`src/rtl/mastermind_pkg.sv`:
```
// Shared types and sizing for the mastermind scorer.
package mastermind_pkg;

    localparam int COLOR_W    = 3;
    localparam int NUM_DIGITS = 4;
    localparam int NUM_COLORS = 8;

    typedef logic [NUM_DIGITS-1:0][COLOR_W-1:0] code_t;

    typedef enum logic [2:0] {
        IDLE,
        READY,
        EXACT,
        COLOR,
        REPORT,
        WON,
        LOST
    } state_t;

    function automatic logic [2:0] min3(input logic [2:0] a,
                                        input logic [2:0] b);
        return (a < b) ? a : b;
    endfunction

endpackage

```
`src/rtl/mastermind_color_count.sv`:
```
// Counts how many digits of a code carry a given colour.
module mastermind_color_count
    import mastermind_pkg::*;
(
    input  code_t              code,
    input  logic [COLOR_W-1:0] color,
    output logic [2:0]         count
);

    always_comb begin
        count = '0;
        for (int i = 0; i < NUM_DIGITS; i++) begin
            if (code[i] == color) count = count + 3'd1;
        end
    end

endmodule

```
`src/rtl/mastermind_scorer.sv`:
```
// Sequential mastermind scorer: 4 cycles of exact matching,
// 8 cycles of per-colour common counting, then a report.
module mastermind_scorer
    import mastermind_pkg::*;
#(
    parameter int MAX_GUESSES = 8
) (
    input  logic        CLOCK_50,
    input  logic        RESET_N,
    input  logic        secret_load,
    input  logic [11:0] secret,
    input  logic        guess_valid,
    input  logic [11:0] guess,
    output logic        guess_ready,
    output logic        score_valid,
    output logic [2:0]  exact,
    output logic [2:0]  partial,
    output logic [3:0]  attempts,
    output logic        win,
    output logic        lose
);

    state_t             state;
    code_t              sec_q;
    code_t              gss_q;
    logic [1:0]         idx;
    logic [COLOR_W-1:0] col;
    logic [2:0]         ex_cnt;
    logic [2:0]         com_cnt;
    logic [2:0]         sec_n;
    logic [2:0]         gss_n;
    logic [2:0]         com_next;

    mastermind_color_count u_sec_cnt (
        .code  (sec_q),
        .color (col),
        .count (sec_n)
    );

    mastermind_color_count u_gss_cnt (
        .code  (gss_q),
        .color (col),
        .count (gss_n)
    );

    assign com_next = com_cnt + min3(sec_n, gss_n);

    always_ff @(posedge CLOCK_50 or negedge RESET_N) begin
        if (!RESET_N) begin
            state       <= IDLE;
            sec_q       <= '0;
            gss_q       <= '0;
            idx         <= '0;
            col         <= '0;
            ex_cnt      <= '0;
            com_cnt     <= '0;
            guess_ready <= 1'b0;
            score_valid <= 1'b0;
            exact       <= '0;
            partial     <= '0;
            attempts    <= '0;
            win         <= 1'b0;
            lose        <= 1'b0;
        end else if (secret_load) begin
            // New game wins over everything, including an in-flight guess.
            state       <= READY;
            sec_q       <= secret;
            idx         <= '0;
            col         <= '0;
            ex_cnt      <= '0;
            com_cnt     <= '0;
            guess_ready <= 1'b1;
            score_valid <= 1'b0;
            exact       <= '0;
            partial     <= '0;
            attempts    <= '0;
            win         <= 1'b0;
            lose        <= 1'b0;
        end else begin
            score_valid <= 1'b0;
            unique case (state)
                IDLE: ;
                READY: begin
                    if (guess_valid) begin
                        gss_q       <= guess;
                        idx         <= '0;
                        ex_cnt      <= '0;
                        guess_ready <= 1'b0;
                        state       <= EXACT;
                    end
                end
                EXACT: begin
                    if (gss_q[idx] == sec_q[idx]) ex_cnt <= ex_cnt + 3'd1;
                    idx <= idx + 2'd1;
                    if (idx == 2'(NUM_DIGITS - 1)) begin
                        col     <= '0;
                        com_cnt <= '0;
                        state   <= COLOR;
                    end
                end
                COLOR: begin
                    com_cnt <= com_next;
                    col     <= col + 3'd1;
                    if (col == 3'(NUM_COLORS - 1)) begin
                        state       <= REPORT;
                        score_valid <= 1'b1;
                        exact       <= ex_cnt;
                        partial     <= com_next - ex_cnt;
                        attempts    <= attempts + 4'd1;
                    end
                end
                REPORT: begin
                    if (exact == 3'd4) begin
                        win   <= 1'b1;
                        state <= WON;
                    end else if (attempts == 4'(MAX_GUESSES)) begin
                        lose  <= 1'b1;
                        state <= LOST;
                    end else begin
                        guess_ready <= 1'b1;
                        state       <= READY;
                    end
                end
                WON, LOST: ;
                default: state <= IDLE;
            endcase
        end
    end

endmodule

```
`config.mk`:
```
export PLATFORM = sky130hd
export DESIGN_NAME = mastermind_scorer
export DESIGN_NICKNAME = d
export VERILOG_FILES = /design/src/rtl/mastermind_pkg.sv /design/src/rtl/mastermind_color_count.sv /design/src/rtl/mastermind_scorer.sv
export SDC_FILE = /design/constraint.sdc
export NUM_CORES = 1
export LEC_CHECK = 0
export CAP_MARGIN = 20
export CELL_PAD_IN_SITES_DETAIL_PLACEMENT = 1
export CELL_PAD_IN_SITES_GLOBAL_PLACEMENT = 2
export CORE_UTILIZATION = 36
export CTS_CLUSTER_SIZE = 25
export DETAILED_ROUTE_END_ITERATION = 8
export MAX_ROUTING_LAYER = met4
export PLACE_DENSITY_LB_ADDON = 0.1
export SLEW_MARGIN = 0
export SYNTH_ARGS = -nofsm -noshare
export SYNTH_HDL_FRONTEND = slang
export SYNTH_SLANG_ARGS = --single-unit
```
`constraint.sdc`:
```
create_clock -name CLOCK_50 -period 4.3 [get_ports CLOCK_50]
set_input_delay 0.43 -clock CLOCK_50 [delete_from_list [all_inputs] [get_ports CLOCK_50]]
set_output_delay 0.43 -clock CLOCK_50 [all_outputs]
set_load 0.005 [all_outputs]
```
Yosys cells after proc, flatten, opt, wreduce, memory -nomap -nowiden. Cells that the tools add are included.

Eq/ne operators: 27. Bitwise operators: 1. Muxes and demuxes: 56. Reductions and logical operators: 19. Magnitude comparators: 2. $add $sub $neg: 12.

Operators with widths (count): 3-bit two-way mux (27); 3-bit == test (9); 3-bit by 1-bit adder with 3-bit output (second input constant) (6); 3-bit inequality test (second input constant) (6); 3-bit one-hot mux with 2 select lines (3); 1-bit two-way mux (16); 3-bit == test (second input constant) (5); 3-bit one-hot mux with 5 select lines (1); 3-bit binary-select mux with 2-bit select (2); 4-bit two-way mux (3); 2-bit nonzero test (5); 3-bit AND reduction (3); 3-bit nonzero test (3); 2-bit AND reduction (4); 4-bit AND reduction (2); 3-bit by 2-bit == test with 1-bit output (second input constant) (2); 1-bit by 1-bit adder with 2-bit output (second input constant) (2); 4-bit by 1-bit adder with 4-bit output (second input constant) (1); 4-bit == test (second input constant) (1); 2-bit two-way mux (2); 2-bit one-hot mux with 2 select lines (1); 3-bit adder (1); 3-bit by 1-bit == test with 1-bit output (second input constant) (1); 3-bit logical NOT (1); other kinds (10) (10).

Input bits: 28. Register bits after elaboration: 52. Output and inout bits: 14.

Longest topological paths before layout.
Depth after elaboration: 15. Mapped depth: 23. Depth with buffers taken out: 22.

By module. From an unflattened synthesis, not the netlist that was laid out.

Cells, all modules: 293. Area total of the unflattened synthesis: 3236.9 µm².

By module, submodules not included: mastermind_scorer (cells each 233, instances 1, area an instance 2708.8 µm², seq. area each 1301.2 µm²); mastermind_color_count (cells each 30, instances 2, area an instance 264.0 µm², seq. area each 0.0 µm²).

Worst setup path after synthesis. Ideal clock, no wire load.

Path type: reg-to-reg. Start: reg col[1]. End: reg partial[2]. Path buffers: 1. Stages on the path, launching flop included: 22. Setup slack: 0.322 ns. Period minus slack after synthesis: 3.978 ns. Arrival: 3.851 ns. Path through: dfrtp_1 -> buf_6 -> xnor2_1 -> and3_1 -> ha_1 -> xor2_2 -> ha_1 -> mux2i_1 -> inv_1 -> ha_1 -> nor2_1 -> nor2_1 -> nor2_1 -> nor2_1 -> o21ai_0 -> ha_1 -> fa_1 -> inv_1 -> fa_1 -> xnor2_1 -> xnor2_1 -> o21ai_0.

Longest elaborated chain between the ends: 15. Elaborated cells on any way between the ends: 32. Classes of those cells: add/sub (8); order compare (1); eq/ne (9); mux (12); reduce/logical (2).

RTL lines: start, declared (line mastermind_scorer.sv:27) `logic [COLOR_W-1:0] col;`; start signal, assigned (line mastermind_scorer.sv:103) `col <= col + 3'd1;`; 3-bit == test (line mastermind_color_count.sv:13) `if (code[i] == color) count = count + 3'd1;`; 1-bit two-way mux (line mastermind_color_count.sv:13); 1-bit by 1-bit adder with 2-bit output (line mastermind_color_count.sv:13); 3-bit two-way mux (line mastermind_color_count.sv:13); 3-bit by 1-bit adder with 3-bit output (line mastermind_color_count.sv:13); 3-bit two-way mux (line mastermind_color_count.sv:13); 3-bit by 1-bit adder with 3-bit output (line mastermind_color_count.sv:13); 3-bit two-way mux (line mastermind_color_count.sv:13); 3-bit less-than comparator (line mastermind_pkg.sv:22) `return (a < b) ? a : b;`; 3-bit two-way mux (line mastermind_pkg.sv:22); 3-bit adder (line mastermind_scorer.sv:46) `assign com_next = com_cnt + min3(sec_n, gss_n);`; 3-bit subtractor (line mastermind_scorer.sv:108) `partial <= com_next - ex_cnt;`; 3-bit two-way mux (line mastermind_scorer.sv:104) `if (col == 3'(NUM_COLORS - 1)) begin`; 3-bit two-way mux (line mastermind_scorer.sv:81) `unique case (state)`; 3-bit two-way mux (line mastermind_scorer.sv:64) `end else if (secret_load) begin`; end signal, assigned (line mastermind_scorer.sv:108); end, declared (line mastermind_scorer.sv:17) `output logic [2:0] partial,`.

Parallel ways exist; a longest one is shown, timed or not. The select of a mux whose other input is x is not followed. A chain may end at the register's enable or synchronous reset.

Worst setup path after layout. Same ends and word-level chain as after synthesis.

==> qor.yml <==
final_layout:
  final_common_cell: "dfrtp_1"
  final_util: 0.488
  nNetsFinal: 392
  synthToLayoutAreaGrowth_pct: 30.4
  design_area_um2: 4030
  antennaDiodeCount: 0
  layout.cells.most_common_list: "dfrtp_1, clkdlybuf4s50_1, mux2_2, xor2_1"
  final_cells: 450
  drive_gt1_frac: 0.258
floorplan:
  ios: 42
  die_x_um: 94.7
  initial_core_util: 0.374
  placementRows: 33
  die_y_um: 94.7
  coreArea_um2: 8260
  dieArea_um2: 8960
worst_setup_path:
  arrival_ns: 4.38
  critPathCaptureType: "flop"
  cp_cell_sequence: "buf_6 -> xor2_1 -> nor3_4 -> buf_6 -> xor2_2 -> ha_2 -> mux2i_2 -> ha_1 -> nor2_1 -> nor2_1 -> nor2_1 -> nor2_1 -> o21ai_1 -> ha_2 -> fa_1 -> inv_2 -> fa_2 -> xnor2_2 -> xnor2_1 -> o21ai_1"
  worstPathRequired_ns: 4.50
  cp_slowest_cell: "fa_1"
  cp_max_fo: 6
  cpMostUsedCell: "nor2_1"
  critical_path.startpoint_type: "flop"
  crit_type: "flop to flop"
  crit_path_start: "col[1]"
  r2r-start: "col[1]"
  critPathMaxStageDelay_ns: 0.52
global_routing:
  antenna_found_initial: 0
  grt_use_total: 0.177
  grt_overflow: 0
  grt.met3_usage: 0.0266
  grt_pass1_vias: 2362
  use_met1: 0.215
  grt_pass1_wl_um: 11800
  grt_max_degree: 53
  busiest_layer: "met2"
  met2_usage: 0.306
synthesis:
  ys_top_cells_by_area: "dfrtp_1, mux2_2, xnor2_1"
  synth.yosys.seq_area_share: 0.421
  synth.top_cell.area_share: 0.421
  synth_area_um2: 3090
  synth_top_area_cell: "dfrtp_1"
  yosysWarnings: 0
  synth.net_count: 337
  synth-seq-cells: 52
  synthCells: 289
  synth-edff-count: 0
  yosys.cell_types.count: 43
  synth_async_sr_flop_share: 1.00
  avgSynthCellArea_um2: 10.7
  ys.flop_type: "dfrtp_1"
drt:
  viasPerCell: 5.04
  drc: 0
  drtPass1Iterations: 4
  ant_nets: 0
  vias: 2270
  dr.first_iter.drc_count: 73
  wl_um: 7110
  wl_per_cell_um: 15.8
pwr:
  vdd_ir_drop_max_uv: 206
  p_per_area_nw_per_um2: 384
  cellLeakagePower_nw: 1.78
sta:
  rsz0062_at_grt: "yes"
  min_period_ns: 4.18
  final_hold_viol_count: 0
  skew_ns: 0.00995
  timing.fmax_ghz: 0.239
  tns_ns: 0
  setup_viol: 0
  tightest_slew_ns: 0.675
  finalCritPeriodShare: 0.973
  slew_headroom: 0.549
  drv_slew: 0
clock_network:
  ctsHoldBuffers: 0
  clockBufferDepth: 2
  clk_latency_ns: 0.31
  cts_root_buf: "clkbuf_8"
  cts.clk_slew.worst_paths_ns: 0.10
  cts_tree: "built"
  clock-sinks: 52
  cts_buffers: 5
  htreeDepth: 2
job:
  max_cap_violations: 0
placed_design:
  place_congestion: 0.785
  portBuffers: 41
  dpl.hpwl_um: 5270
  dpl_cell_area_um2: 3610
  dp.cells: 430
status:
  status: "completed"
min_path:
  hp-class: "primary input to async pin"
critical path, delay by kind of cell, from the launching register on:
family          cells  cell delay (ns)
compound gates      2             0.17
buf+inv             3             0.36
fa+ha+maj           5             1.59
flops               1             0.51
xor+xnor            4             0.64
mux                 1             0.20
simple gates        5             0.61
through the flow:
step                power, mW  setup slack, ns  hold WS, ns
floorplan               0.934            0.322        0.134
global placement         1.05           0.0650        0.464
detailed placement       1.06           -0.117        0.490
CTS                      1.45           0.0207        0.264
global route             1.65          -0.0520        0.304
finish                   1.55            0.118        0.214
kinds of logic (layout without fill, tap and decap cells):
kind of cell / Yosys count / in the layout / share of synthesized area
flops: 52 / 52 / 0.421
buf+inv: 24 / 80 / 0.0356
fa+ha+maj: 20 / 20 / 0.0858
mux: 28 / 28 / 0.100
xor+xnor: 48 / 48 / 0.141
simple gates: 74 / 74 / 0.127
compound gates: 43 / 43 / 0.0894
worst paths after layout:
check	end	slack, ns	depth (start not counted)
max reg2reg	partial[2]	0.12	20
max in group asynchronous	col[1]	3.56	2
min	attempts[3]	0.21	2
max	partial[2]	0.12	20
min reg2reg	lose	0.51	2
min in group CLOCK_50	lose	0.51	2
sequential cells by signal, summed over array words and instances (netlist names):
register     flops
gss_q           12
sec_q           12
attempts         4
col              3
com_cnt          3
ex_cnt           3
exact            3
partial          3
state            3
idx              2
guess_ready      1
lose             1
score_valid      1
win              1
repair_timing:
action	CTS	global route
setup endpoints to repair	1	2
pin swaps	3	15
buffers inserted	4	8
resized for setup	5	38
synth_stat cells (2+ instances only):
| master | n |
|---|---|
| nor3_4 | 2 |
| clkbuf_1 | 6 |
| a21oi_1 | 9 |
| mux2_2 | 24 |
| nor2b_1 | 4 |
| and3_1 | 7 |
| dfrtp_1 | 52 |
| buf_6 | 2 |
| inv_1 | 13 |
| nor2_1 | 18 |
| nand2b_1 | 3 |
| o21ai_0 | 16 |
| nor3b_1 | 3 |
| nand3_1 | 8 |
| a22o_1 | 6 |
| xnor2_1 | 26 |
| nand4_1 | 4 |
| a21o_1 | 2 |
| nor3_1 | 2 |
| ha_1 | 18 |
| mux2i_1 | 4 |
| a31oi_1 | 2 |
| nand3b_1 | 2 |
| nand2_1 | 16 |
| xor2_2 | 2 |
| fa_1 | 2 |
| xor2_1 | 20 |
metal layers:
layer,routed length (um),share of wire
met5,0,0
met4,116,0.016
met3,206,0.029
met2,3650,0.51
met1,3130,0.44
final cells by class:
class | instances | area, um^2
fill | 919 | 4230
multi-input combinational | 213 | 1870
sequential | 52 | 1310
timing repair buffer | 58 | 552
tap | 105 | 131
clock buffer | 7 | 96.3
inverter | 14 | 52.6
clock inverter | 1 | 30.0
where the power goes:
group	switching [mW]	internal (mW)	total [mW]
Clock	0.171	0.206	0.377
Sequential	0.0733	0.540	0.614
Combinational	0.262	0.296	0.558
Total	0.506	1.04	1.55
Power figures use the tool's default switching activity.
